### config.mk
export PLATFORM = sky130hd
export DESIGN_NAME = exe_unit_seq
export DESIGN_NICKNAME = d
export VERILOG_FILES = /design/src/rtl/exe_seq_pkg.sv /design/src/rtl/seq_muldiv_core.sv /design/src/rtl/exe_unit_seq.sv
export SDC_FILE = /design/constraint.sdc
export NUM_CORES = 1
export LEC_CHECK = 0
export BUFFER_PORTS_ARGS = -buffer_cell sky130_fd_sc_hd__clkbuf_2
export CAP_MARGIN = 20
export CORE_UTILIZATION = 60
export CTS_BUF_LIST = sky130_fd_sc_hd__clkbuf_4 sky130_fd_sc_hd__clkbuf_8
export CTS_CLUSTER_DIAMETER = 120
export DETAILED_ROUTE_END_ITERATION = 10
export PLACE_DENSITY = 0.78
export SYNTH_ARGS = -nofsm -noshare
export SYNTH_HDL_FRONTEND = slang
export SYNTH_SLANG_ARGS = --single-unit
### constraint.sdc
create_clock -name i_clk -period 7.1 [get_ports i_clk]
set_clock_uncertainty 0.2 [all_clocks]
set_input_delay 0.71 -clock i_clk [delete_from_list [all_inputs] [get_ports i_clk]]
set_output_delay 0.71 -clock i_clk [all_outputs]
set_load 0.005 [all_outputs]
### src/rtl/exe_seq_pkg.sv
// Shared types for the sequential execution unit.
//   oper_e      : opcode encoding seen on i_oper[2:0]
//   status_e    : result status reported on o_status
//   state_e     : control FSM states of exe_unit_seq
//   status_prio : folds the raw error/overflow/zero flags into one status code
package exe_seq_pkg;

  typedef enum logic [2:0] {
    ADD = 3'd0,
    SUB = 3'd1,
    MAX = 3'd2,
    NEG = 3'd3,
    MUL = 3'd4,
    DIV = 3'd5
  } oper_e;

  typedef enum logic [1:0] {
    ST_OK   = 2'b00,
    ST_OVF  = 2'b01,
    ST_ZERO = 2'b10,
    ST_ERR  = 2'b11
  } status_e;

  typedef enum logic [1:0] {
    IDLE,
    CALC,
    DONE
  } state_e;

  // ERR outranks OVF, which outranks ZERO; anything else is OK.
  function automatic status_e status_prio(input logic err, input logic ovf, input logic zero);
    if (err)  return ST_ERR;
    if (ovf)  return ST_OVF;
    if (zero) return ST_ZERO;
    return ST_OK;
  endfunction

endpackage

### src/rtl/seq_muldiv_core.sv
// Iterative unsigned multiplier / restoring divider on operand magnitudes.
// Both datapaths step together every cycle; the parent picks whichever result
// it needs. A start pulse loads the operands and a counter of M; each following
// cycle performs one iteration. o_last is high during the final iteration, and
// o_prod / o_quot carry the values that iteration produces, so the parent can
// register the finished result on that same edge.
// Ports:
//   i_clk, i_rst       clock, asynchronous active-high reset
//   i_start            load i_a_mag / i_b_mag and begin M iterations
//   i_a_mag, i_b_mag   unsigned magnitudes (multiplicand/dividend, multiplier/divisor)
//   o_last             final iteration in progress
//   o_prod             2M-bit product after the current iteration
//   o_quot             M-bit quotient after the current iteration
module seq_muldiv_core #(
  parameter int M = 8
) (
  input  logic           i_clk,
  input  logic           i_rst,
  input  logic           i_start,
  input  logic [M-1:0]   i_a_mag,
  input  logic [M-1:0]   i_b_mag,
  output logic           o_last,
  output logic [2*M-1:0] o_prod,
  output logic [M-1:0]   o_quot
);

  localparam int CW = $clog2(M + 1);

  logic [CW-1:0]  cnt_q, cnt_d;
  logic [2*M-1:0] acc_q, acc_d, mcand_q, mcand_d;
  logic [M-1:0]   mplier_q, mplier_d;
  logic [M-1:0]   quot_q, quot_d, rem_q, rem_d, dvsr_q, dvsr_d;

  logic [2*M-1:0] acc_step;
  logic [M-1:0]   quot_step, rem_step;
  logic [M:0]     rem_shift;

  always_comb begin
    // Shift-add: add the shifted multiplicand whenever the multiplier LSB is set.
    acc_step = mplier_q[0] ? (acc_q + mcand_q) : acc_q;

    // Restoring division: the quotient register doubles as the dividend shifter,
    // so its MSB feeds the partial remainder as quotient bits enter at the LSB.
    rem_shift = {rem_q, quot_q[M-1]};
    if (rem_shift >= {1'b0, dvsr_q}) begin
      rem_step  = M'(rem_shift - {1'b0, dvsr_q});
      quot_step = {quot_q[M-2:0], 1'b1};
    end else begin
      rem_step  = rem_shift[M-1:0];
      quot_step = {quot_q[M-2:0], 1'b0};
    end

    cnt_d    = cnt_q;
    acc_d    = acc_q;
    mcand_d  = mcand_q;
    mplier_d = mplier_q;
    quot_d   = quot_q;
    rem_d    = rem_q;
    dvsr_d   = dvsr_q;

    if (i_start) begin
      cnt_d    = CW'(M);
      acc_d    = '0;
      mcand_d  = {{M{1'b0}}, i_a_mag};
      mplier_d = i_b_mag;
      quot_d   = i_a_mag;
      rem_d    = '0;
      dvsr_d   = i_b_mag;
    end else if (cnt_q != '0) begin
      cnt_d    = cnt_q - CW'(1);
      acc_d    = acc_step;
      mcand_d  = mcand_q << 1;
      mplier_d = mplier_q >> 1;
      quot_d   = quot_step;
      rem_d    = rem_step;
    end
  end

  always_ff @(posedge i_clk or posedge i_rst) begin
    if (i_rst) begin
      cnt_q    <= '0;
      acc_q    <= '0;
      mcand_q  <= '0;
      mplier_q <= '0;
      quot_q   <= '0;
      rem_q    <= '0;
      dvsr_q   <= '0;
    end else begin
      cnt_q    <= cnt_d;
      acc_q    <= acc_d;
      mcand_q  <= mcand_d;
      mplier_q <= mplier_d;
      quot_q   <= quot_d;
      rem_q    <= rem_d;
      dvsr_q   <= dvsr_d;
    end
  end

  assign o_last = (cnt_q == CW'(1));
  assign o_prod = acc_step;
  assign o_quot = quot_step;

endmodule

### src/rtl/exe_unit_seq.sv
// Handshaked signed execution unit, one operation in flight at a time.
// ADD/SUB/MAX/NEG and illegal opcodes complete on the accept edge; MUL/DIV run
// M iterations in seq_muldiv_core and get their sign and status fixed up here.
// Ports:
//   i_clk, i_rst        clock, asynchronous active-high reset
//   i_valid / o_ready   request handshake (o_ready only in IDLE)
//   i_oper              opcode, i_argA / i_argB signed operands
//   o_valid / i_ready   result handshake (result held until i_ready)
//   o_result, o_status  signed result and 2-bit status
module exe_unit_seq
  import exe_seq_pkg::*;
#(
  parameter int M = 8,
  parameter int N = 3
) (
  input  logic         i_clk,
  input  logic         i_rst,
  input  logic         i_valid,
  output logic         o_ready,
  input  logic [N-1:0] i_oper,
  input  logic [M-1:0] i_argA,
  input  logic [M-1:0] i_argB,
  output logic         o_valid,
  input  logic         i_ready,
  output logic [M-1:0] o_result,
  output logic [1:0]   o_status
);

  localparam logic [M-1:0] MIN_NEG = {1'b1, {(M-1){1'b0}}};

  state_e       state_q, state_d;
  status_e      status_q, status_d;
  logic [M-1:0] result_q, result_d, a_q, a_d, b_q, b_d;
  logic         is_div_q, is_div_d;

  logic         op_legal, op_is_md;
  logic [M-1:0] a_mag, b_mag;
  logic         core_start, core_last;
  logic [2*M-1:0] core_prod;
  logic [M-1:0] core_quot;

  logic [M-1:0] sc_sum, sc_dif, sc_result;
  logic         sc_err, sc_ovf;
  status_e      sc_status;

  logic         md_neg, md_err, md_ovf;
  logic [2*M-1:0] md_prod;
  logic [M:0]   md_hi;
  logic [M-1:0] md_quot, md_result;
  status_e      md_status;

  // Opcode bits above [2:0] must be zero, and codes 6/7 are unused.
  always_comb begin
    op_legal = ((i_oper >> 3) == '0) && (i_oper[2:0] <= 3'(DIV));
    op_is_md = op_legal && ((i_oper[2:0] == MUL) || (i_oper[2:0] == DIV));
    a_mag    = i_argA[M-1] ? -i_argA : i_argA;
    b_mag    = i_argB[M-1] ? -i_argB : i_argB;
  end

  // Single-cycle operations, evaluated straight from the request inputs.
  always_comb begin
    sc_sum    = i_argA + i_argB;
    sc_dif    = i_argA - i_argB;
    sc_result = '0;
    sc_err    = 1'b0;
    sc_ovf    = 1'b0;
    if (!op_legal) begin
      sc_err = 1'b1;
    end else begin
      case (i_oper[2:0])
        ADD: begin
          sc_result = sc_sum;
          sc_ovf    = (i_argA[M-1] == i_argB[M-1]) && (sc_sum[M-1] != i_argA[M-1]);
        end
        SUB: begin
          sc_result = sc_dif;
          sc_ovf    = (i_argA[M-1] != i_argB[M-1]) && (sc_dif[M-1] != i_argA[M-1]);
        end
        MAX: sc_result = ($signed(i_argA) > $signed(i_argB)) ? i_argA : i_argB;
        NEG: begin
          sc_result = -i_argA;
          sc_ovf    = (i_argA == MIN_NEG);
        end
        default: sc_result = '0;
      endcase
    end
    sc_status = status_prio(sc_err, sc_ovf, sc_result == '0);
  end

  // Sign fix-up of the magnitude result. A product fits in M signed bits only
  // when its top M+1 bits are all copies of the result sign.
  always_comb begin
    md_neg  = a_q[M-1] ^ b_q[M-1];
    md_prod = md_neg ? -core_prod : core_prod;
    md_hi   = md_prod[2*M-1:M-1];
    md_quot = md_neg ? -core_quot : core_quot;
    md_err  = 1'b0;
    if (is_div_q) begin
      md_err    = (b_q == '0);
      md_ovf    = (a_q == MIN_NEG) && (b_q == '1);
      md_result = md_err ? '0 : md_quot;
    end else begin
      md_ovf    = (md_hi != '0) && (md_hi != '1);
      md_result = md_prod[M-1:0];
    end
    md_status = status_prio(md_err, md_ovf, md_result == '0);
  end

  // Control: latch the request in IDLE, wait for the core in CALC, hold the
  // result in DONE until the consumer takes it.
  always_comb begin
    state_d    = state_q;
    status_d   = status_q;
    result_d   = result_q;
    a_d        = a_q;
    b_d        = b_q;
    is_div_d   = is_div_q;
    core_start = 1'b0;
    case (state_q)
      IDLE: begin
        if (i_valid) begin
          a_d      = i_argA;
          b_d      = i_argB;
          is_div_d = (i_oper[2:0] == DIV);
          if (op_is_md) begin
            core_start = 1'b1;
            state_d    = CALC;
          end else begin
            result_d = sc_result;
            status_d = sc_status;
            state_d  = DONE;
          end
        end
      end
      CALC: begin
        if (core_last) begin
          result_d = md_result;
          status_d = md_status;
          state_d  = DONE;
        end
      end
      DONE: begin
        if (i_ready) state_d = IDLE;
      end
      default: state_d = IDLE;
    endcase
  end

  always_ff @(posedge i_clk or posedge i_rst) begin
    if (i_rst) begin
      state_q  <= IDLE;
      status_q <= ST_OK;
      result_q <= '0;
      a_q      <= '0;
      b_q      <= '0;
      is_div_q <= 1'b0;
    end else begin
      state_q  <= state_d;
      status_q <= status_d;
      result_q <= result_d;
      a_q      <= a_d;
      b_q      <= b_d;
      is_div_q <= is_div_d;
    end
  end

  seq_muldiv_core #(.M(M)) u_core (
    .i_clk   (i_clk),
    .i_rst   (i_rst),
    .i_start (core_start),
    .i_a_mag (a_mag),
    .i_b_mag (b_mag),
    .o_last  (core_last),
    .o_prod  (core_prod),
    .o_quot  (core_quot)
  );

  assign o_ready  = (state_q == IDLE) && !i_rst;
  assign o_valid  = (state_q == DONE);
  assign o_result = result_q;
  assign o_status = status_q;

endmodule

; Yosys cells after proc, flatten, opt, wreduce, memory -nomap -nowiden
; Cells that the tools add are included.
[op_classes]
add_sub_neg = 9
multipliers = 0
div = 0
n_lt_le_gt_ge = 3
eq_ne = 20
n_shift = 0
n_mux = 67
n_bitwise = 1
reduce_logical = 20
[op_table]
columns = op, n
row1 = 2-to-1 mux 8 bit, 17
row2 = 2-to-1 mux 16 bit, 6
row3 = 2-to-1 mux 2 bit, 19
row4 = one-hot mux 8 bit (4 select lines), 1
row5 = equality test 8 bit (second input constant), 3
row6 = zero test 8 bit, 3
row7 = negation 8 bit, 3
row8 = 2-to-1 mux 1 bit, 18
row9 = adder 16 bit, 1
row10 = negation 16 bit, 1
row11 = one-hot mux 8 bit (2 select lines), 1
row12 = subtractor 8 bit, 2
row13 = greater-or-equal comparator 9 x 8 -> 1 bit, 1
row14 = inequality test 9 bit (second input constant), 1
row15 = nonzero test 9 bit, 1
row16 = adder 8 bit, 1
row17 = > comparator 8 bit, 1
row18 = 2-to-1 mux 4 bit, 2
row19 = equality test 3 x 2 -> 1 bit (second input constant), 2
row20 = equality test 3 bit (second input constant), 2
row21 = logical AND 1 bit, 6
row22 = inequality test 2 bit (second input constant), 3
row23 = one-hot mux 2 bit (3 select lines), 1
row24 = equality test 4 x 1 -> 1 bit (second input constant), 1
row25 = 20 further kinds, 23
[totals]
reg_bits = 97
latchBits = 0
mem_bits_rw = 0
rom_bits = 0
input_bits = 23
output_inout_bits = 12
elab_cells = 133
memories = 0

; Longest topological paths before layout
; Gate-level depths: netlist of the first run.
[logic_depth]
depth_word = 16
mapped_depth = 19

; Hierarchy
; Synthesis of the first run repeated with hierarchy kept, for this count alone.
[hier_totals]
cells_unflattened = 935
area_unflattened_um2 = 7728.7
[modules_own_cells]
columns = module, instances, cells_each, area_per_inst_um2, seq_area_each_um2
row1 = seq_muldiv_core, 1, 492, 4339.2, 1701.6
row2 = exe_unit_seq, 1, 443, 3389.5, 725.7

; Worst setup path after synthesis of the first run
; OpenSTA, ideal clock, no wires.
[synth_path]
path_kind = register to register
from = register u_core.dvsr_q[1]
to = register status_q[1] (netlist: o_status[1])
setup_ps = 77
arrival_ps = 3740
required_ps = 6823
slack_ps = 3083
path_stages_with_launch = 20
n_path_buf = 2
cell_sequence = dfrtp_1 inv_1 ha_1 nor2b_1 o21ai_0 a21boi_0 o21ai_0 a21oi_1 nor4b_1 clkbuf_1 clkbuf_1 ha_1 and3_1 a211oi_1 a21oi_1 nor4_1 nand3_1 nor3_1 nand3_1 a21oi_1
[synth_via]
elab_chain_len = 15
[synth_rtl]
columns = element, line
row1 = "start, declared", seq_muldiv_core.sv:32  ; logic [M-1:0] quot_q, quot_d, rem_q, rem_d, dvsr_q, dvsr_d;
row2 = "start signal, assigned", seq_muldiv_core.sv:95  ; dvsr_q <= dvsr_d;
row3 = greater-or-equal comparator 9 x 8 -> 1 bit (*), seq_muldiv_core.sv:45  ; if (rem_shift >= {1'b0, dvsr_q}) begin
row4 = 2-to-1 mux 1 bit (*), seq_muldiv_core.sv:45
row5 = negation 8 bit, exe_unit_seq.sv:96  ; md_quot = md_neg ? -core_quot : core_quot;
row6 = 2-to-1 mux 8 bit (*), exe_unit_seq.sv:96
row7 = 2-to-1 mux 8 bit (*), exe_unit_seq.sv:101  ; md_result = md_err ? '0 : md_quot;
row8 = 2-to-1 mux 8 bit (*), exe_unit_seq.sv:98  ; if (is_div_q) begin
row9 = zero test 8 bit (*), exe_unit_seq.sv:106  ; md_status = status_prio(md_err, md_ovf, md_result == '0);
row10 = 2-to-1 mux 1 bit (2 in a row), exe_seq_pkg.sv:34  ; if (zero) return ST_ZERO;
row11 = 2-to-1 mux 1 bit, exe_seq_pkg.sv:33  ; if (ovf) return ST_OVF;
row12 = 2-to-1 mux 2 bit (*), exe_seq_pkg.sv:35  ; return ST_OK;
row13 = 2-to-1 mux 2 bit (*), exe_seq_pkg.sv:34
row14 = 2-to-1 mux 2 bit (*), exe_seq_pkg.sv:33
row15 = 2-to-1 mux 2 bit (*), exe_unit_seq.sv:136  ; if (core_last) begin
row16 = one-hot mux 2 bit (2 select lines) (*), exe_unit_seq.sv:119  ; case (state_q)
row17 = "end signal, assigned", exe_unit_seq.sv:159  ; status_q <= status_d;
row18 = "end, declared", exe_unit_seq.sv:32  ; status_e status_q, status_d;
; Every way passes the cells marked *; elsewhere a longest branch is shown, timed or not. The select of a mux whose other input is x is not followed.
; A chain may end at the register's enable or synchronous reset.

; Final worst setup path of the first run
[layout_path]
from = input i_argA[0]
to = register status_q[1] (netlist: o_status[1])
[layout_via]
elab_chain_len = 14
[layout_rtl]
columns = element, line
row1 = "start, declared", exe_unit_seq.sv:21  ; input logic [M-1:0] i_argA,
row2 = > comparator 8 bit, exe_unit_seq.sv:79  ; MAX: sc_result = ($signed(i_argA) > $signed(i_argB)) ? i_argA : i_argB;
row3 = 2-to-1 mux 8 bit, exe_unit_seq.sv:79
row4 = one-hot mux 8 bit (4 select lines), exe_unit_seq.sv:70  ; case (i_oper[2:0])
row5 = 2-to-1 mux 8 bit, exe_unit_seq.sv:67  ; if (!op_legal) begin
row6 = zero test 8 bit, exe_unit_seq.sv:87  ; sc_status = status_prio(sc_err, sc_ovf, sc_result == '0);
row7 = 2-to-1 mux 1 bit (2 in a row), exe_seq_pkg.sv:34
row8 = 2-to-1 mux 1 bit, exe_seq_pkg.sv:33
row9 = 2-to-1 mux 2 bit, exe_seq_pkg.sv:35
row10 = 2-to-1 mux 2 bit (*), exe_seq_pkg.sv:34
row11 = 2-to-1 mux 2 bit (*), exe_seq_pkg.sv:33
row12 = 2-to-1 mux 2 bit (*), exe_unit_seq.sv:125  ; if (op_is_md) begin
row13 = 2-to-1 mux 2 bit (*), exe_unit_seq.sv:121  ; if (i_valid) begin
row14 = one-hot mux 2 bit (2 select lines) (*), exe_unit_seq.sv:119
; Marked as above.

==> results of run 1 <==
==> layer usage <==
| metal | up-vias | global-route usage | share of wire |
|---|---|---|---|
| met1 | 3216 | 0.422 | 0.47 |
| met5 | - | 0 | 0 |
| li1 | 3341 | - | - |
| met3 | 33 | 0.0539 | 0.048 |
| met4 | 0 | 0.110 | 0.021 |
| met2 | 170 | 0.486 | 0.46 |
==> sequential cells by signal, summed over array words and instances (netlist names) <==
register,flops
u_core.mplier_q,8
b_q,8
u_core.rem_q,8
u_core.cnt_q,4
o_result,8
u_core.dvsr_q,8
u_core.acc_q,16
u_core.quot_q,8
state_q,2
a_q,8
o_status,2
u_core.mcand_q,16
is_div_q,1
==> worst paths after layout <==
check,start,end,slack [ns]
max,i_argA[0],o_status[1],2.91
min,i_rst,o_result[6],0.13
max reg2reg,u_core.acc_q[0],o_status[1],3.02
min reg2reg,o_result[6],o_result[6],0.30
max in group asynchronous,i_rst,u_core.dvsr_q[6],5.43
min in group i_clk,i_ready,state_q[1],0.28
==> critical path, stage by stage <==
cell	delay, ns
clkbuf_2	0.13
inv_1	0.15
ha_1	0.20
inv_1	0.06
fa_1	0.39
a21o_1	0.18
a21o_1	0.19
a21oi_1	0.21
o21ai_1	0.21
a21oi_1	0.61
mux2i_1	0.28
nor2_1	0.06
a221oi_1	0.30
nand3_1	0.13
nor4_1	0.29
a221oi_1	0.11
a21oi_1	0.13
==> kinds of logic (layout without fill, tap and decap cells) <==
kind of cell | count (synthesis) | after routing | synth area share
buffers and inverters | 90 | 97 | 0.0503
multiplexers | 32 | 32 | 0.0449
AND/OR/NAND/NOR | 337 | 337 | 0.210
XOR/XNOR | 52 | 52 | 0.0590
flip-flops | 97 | 97 | 0.315
adder cells (fa/ha/maj) | 50 | 50 | 0.0850
AO/OA/AOI/OAI | 261 | 261 | 0.236
==> layout make-up <==
type | instances | share of cell area
Clock buffer | 9 | 0.0152
Clock inverter | 7 | 0.0126
Inverter | 38 | 0.0181
Multi-Input combinational cell | 732 | 0.602
Sequential cell | 97 | 0.297
Tap cell | 172 | 0.0263
Timing Repair Buffer | 43 | 0.0291
==> Yosys cell counts, types with 17 or more instances <==
library cell | n | area share
nand2_1 | 116 | 0.056
a211oi_1 | 29 | 0.028
clkbuf_1 | 38 | 0.018
a21oi_1 | 66 | 0.043
dfrtp_1 | 97 | 0.31
o21ai_0 | 38 | 0.025
xnor2_1 | 34 | 0.039
ha_1 | 46 | 0.075
nand3_1 | 22 | 0.014
mux2_2 | 17 | 0.025
nor2_1 | 78 | 0.038
nor3_1 | 37 | 0.024
inv_1 | 35 | 0.017
a31oi_1 | 24 | 0.019
xor2_1 | 18 | 0.020
==> power by group <==
part,leakage [nW],switching [mW],internal (mW)
Combinational,2.34,1.48,1.06
Sequential,1.19,0.243,0.814
Clock,0.116,0.220,0.203
Total,3.64,1.94,2.08
==> stage by stage <==
step / hold WS (ns) / cells
4_1_cts: 0.136 / 1098
2_1_floorplan: 0.250 / 919
5_1_grt: 0.155 / 1098
3_3_place_gp: 0.263 / 1082
3_5_place_dp: 0.277 / 1082
6_report: 0.128 / 1098
==> impl_metrics.toml, run 1 <==
[outcome]
status = "finished clean"

[worst_setup_path]
critPathCaptureType = "flip-flop"
reg2reg_depth = 14
arrival_ns = 4.32
start_kind = "input pin"
cp_data_required_time_ns = 7.23
cp_max_fo = 7
path_class = "input pin to flip-flop"

[routing]
drtIter0Drc = 495
num_vias = 6760
final_antenna_net_count = 0
wirelength_microns = 18900
wl_per_cell_microns = 17.2
first_pass_iters = 5
viasPerCell = 6.16
drt_drc_violations_left = 0

[die]
fp.dieArea_sq_mm = 0.0133
start_util = 0.614
die_w_microns = 115
die_h_microns = 115
core_sq_mm = 0.0126
rows = 41
ioPinCount = 35

[pwr]
power_density_mw_per_mm2 = 491
power_mw = 4.02
peakVddDrop_mv = 0.230
leakage_nw = 3.64

[sta]
max_slew.worst_pin.slew_ns = 0.825
slew_viol_final = 0
max_slew_margin = 0.448
finalCritPeriodShare = 0.591
setup_tns_ns = 0
fmax_ghz = 0.239
period_minus_slack_ns = 4.19
grt_setup_unrepaired = "false"
finalHoldViolCount = 0
setup_slack_ns = 2.91
report.final.setup_viol = 0

[clocking]
cts_root_buf = "clkbuf_8"
clk_latency_ns = 0.40
clkTransAtPathRegs_ns = 0.10
postCtsSetupRepairBufs = 0
hold_buffers = 0
clock-sinks = 97
cts_made_buffers = 9
ctsResizeCount = 0
cts_tree = "yes"
clk_path_buf_depth = 2
h-tree-depth = 3

[cells_and_area]
ff_latch_area_sq_mm = 0.00243
diodes = 0
layout.nets = 994
n_fill_cell = 1091
layout_commonest_cell = "nand2_1"
fin_util = 0.650
multiInputGateArea_sq_mm = 0.00492
area_growth_pct = 5.89
fin_area_sq_mm = 0.00817
drive_gt1_frac = 0.113
final_cell_mix = "nand2_1 (115), dfrtp_1 (97), nor2_1 (78)"

[synth]
synth_warnings = 0
yosysSeqAreaShare = 0.315
postSynthNetCount = 992
syn_area_sq_mm = 0.00772
synthCells = 919
synth_cell_type_count = 87
synth_edf_count = 0
async_flop_share = 1.00
avgSynthCellArea_sq_um = 8.40
ys.flop_type = "dfrtp_1"
ys_ff_latch = 97

[flow_run]
drv_cap = 0

[place]
numPortBuffers = 34
post_dp_cell_area_sq_mm = 0.00795
pre_cts_ws_ns = 2.57
gp_congestion = 0.912
hpwlAfterDp_microns = 13400

[global_routing]
first_global_vias = 6377
grt_usage = 0.306
grt-ovfl-total = 0
grt_max_degree = 68
grt_pass1_wl_microns = 31700
antenna_found_initial = 0

[worst_hold_path]
hp-class = "input pin to async pin"
Note: power is estimated with default switching activity, not from simulation.
==> inputs of run 2 (changes only) <==
==> constraint.sdc (replaced) <==
create_clock -name i_clk -period 3.95 [get_ports i_clk]
set_clock_uncertainty 0.2 [all_clocks]
set_input_delay 0.395 -clock i_clk [delete_from_list [all_inputs] [get_ports i_clk]]
set_output_delay 0.395 -clock i_clk [all_outputs]
set_load 0.005 [all_outputs]
==> impl_metrics.toml, run 2 (same netlist as run 1, synthesis figures left out) <==
[sta]
finalHoldViolCount = 0
period_minus_slack_ns = 3.87
report.final.setup_viol = 0
max_slew_margin = 0.305
max_slew.worst_pin.slew_ns = 1.04
fmax_ghz = 0.258
setup_slack_ns = 0.0801
finalCritPeriodShare = 0.980
setup_tns_ns = 0
slew_viol_final = 0

[cells_and_area]
area_growth_pct = 9.18
layout_commonest_cell = "nand2_1"
diodes = 0
final_cell_mix = "nand2_1 (115), dfrtp_1 (97), nor2_1 (78)"
layout.nets = 1016
drive_gt1_frac = 0.148
top_regs = "u_core.acc_q (16), u_core.mcand_q (16)"

[clocking]
clk_latency_ns = 0.39
cts_tree = "yes"
clock-sinks = 97
cts_root_buf = "clkbuf_8"
clkTransAtPathRegs_ns = 0.10
clk_path_buf_depth = 2
cts_made_buffers = 9
h-tree-depth = 3

[place]
pre_cts_ws_ns = -0.0326
gp_congestion = 0.954
hpwlAfterDp_microns = 14300
numPortBuffers = 34

[routing]
first_pass_iters = 5
m1WireLength_microns = 8940
drt_drc_violations_left = 0
num_vias = 6945
highest_layer = "met4"
wl_per_cell_microns = 17.7
wl_met3_microns = 1210
drtIter0Drc = 595
final_antenna_net_count = 0
wirelength_microns = 19800
wl_met2_microns = 9110
viasPerCell = 6.20

[die]
ioPinCount = 35
start_util = 0.614
die_w_microns = 115
core_sq_mm = 0.0126
fp.dieArea_sq_mm = 0.0133
rows = 41
die_h_microns = 115

[worst_setup_path]
cp_data_required_time_ns = 4.02
start_kind = "flip-flop"
cp_slowest_cell = "dfrtp_1"
critPathCaptureType = "flip-flop"
cp_slowest_stage_delay_ns = 0.44
path_buf_inv = 0
crit_family = "compound AO/OA/AOI/OAI gates"
arrival_ns = 3.94
cp_max_fo = 7
path_class = "flip-flop to flip-flop"
cp_cell_sequence = "ha_4, fa_2, a211oi_4, o21ai_4, o2111a_1, o2bb2a_4, a21o_1, o2111ai_4, and4b_1, o311ai_2, nor3_2, a211o_1, nand3_2, a21oi_2"

[global_routing]
grt_pass1_wl_microns = 32100
first_global_vias = 6494
grt_max_degree = 47
antenna_found_initial = 0
grt_usage = 0.311
grt-ovfl-total = 0

[pwr]
peakVddDrop_mv = 0.372
power_mw = 7.48
leakage_nw = 3.74
power_density_mw_per_mm2 = 888

[outcome]
status = "finished clean"

[flow_run]
drv_cap = 0

[worst_hold_path]
hp-class = "input pin to flip-flop"
## run 2: cell count changes in the layout (fill, tap and decap cells not counted), sizes merged
cell | previous run | this run
buf | 9 | 29
bufinv | 2 | 0
clkbuf | 43 | 44
clkinvlp | 0 | 2
dlygate4sd3 | 0 | 2
inv | 38 | 37
## run 2: metrics by stage
step           area [sq um]  instances  hold WS [ns]   util
6_report               8430       1120         0.128  0.670
5_1_grt                8430       1120         0.124  0.670
4_1_cts                8300       1115         0.123  0.660
3_5_place_dp           8090       1097         0.206  0.643
3_3_place_gp           8060       1096         0.200  0.641
2_1_floorplan          7720        919         0.250      -
## run 2: power by group
part / switching [mW] / internal (mW) / total [mW]
combinational: 2.83 / 2.11 / 4.94
clock: 0.375 / 0.237 / 0.613
sequential: 0.463 / 1.46 / 1.93
## run 2: layout make-up
type | count | area, sq um
flip-flops and latches | 97 | 2430
repair buffers | 65 | 428
clock inverters | 6 | 42.5
well taps | 172 | 215
multi-input cells | 732 | 5030
inverters | 38 | 148
clock buffers | 10 | 131
fillers | 1032 | 4140
## run 2: final timing paths
path                                       start  depth (start not counted)  slack, ns                to
worst min-delay path                   i_argB[3]                          2       0.13            b_q[3]
worst max-delay path             u_core.acc_q[0]                         14       0.08       o_status[1]
worst min register to register  u_core.dvsr_q[7]                          1       0.28  u_core.dvsr_q[7]
min in group asynchronous                  i_rst                          3       0.36        state_q[1]
worst max register to register   u_core.acc_q[0]                         14       0.08       o_status[1]
max in group asynchronous                  i_rst                          4       2.40   u_core.acc_q[8]
## run 2: what timing repair did
action | 4_1_cts | 5_1_grt
setup endpoints to repair | 1 | 2
hold buffers | 2 | 0
pin swaps | 0 | 20
setup buffers | 0 | 5
endpoints found under the hold margin | 28 | 0
gates resized for setup | 3 | 19
## run 2: routing by layer
metal	GRT usage	vias up
li1	-	3379
met1	0.425	3318
met2	0.501	211
met3	0.0486	37
met4	0.113	0
met5	0	-
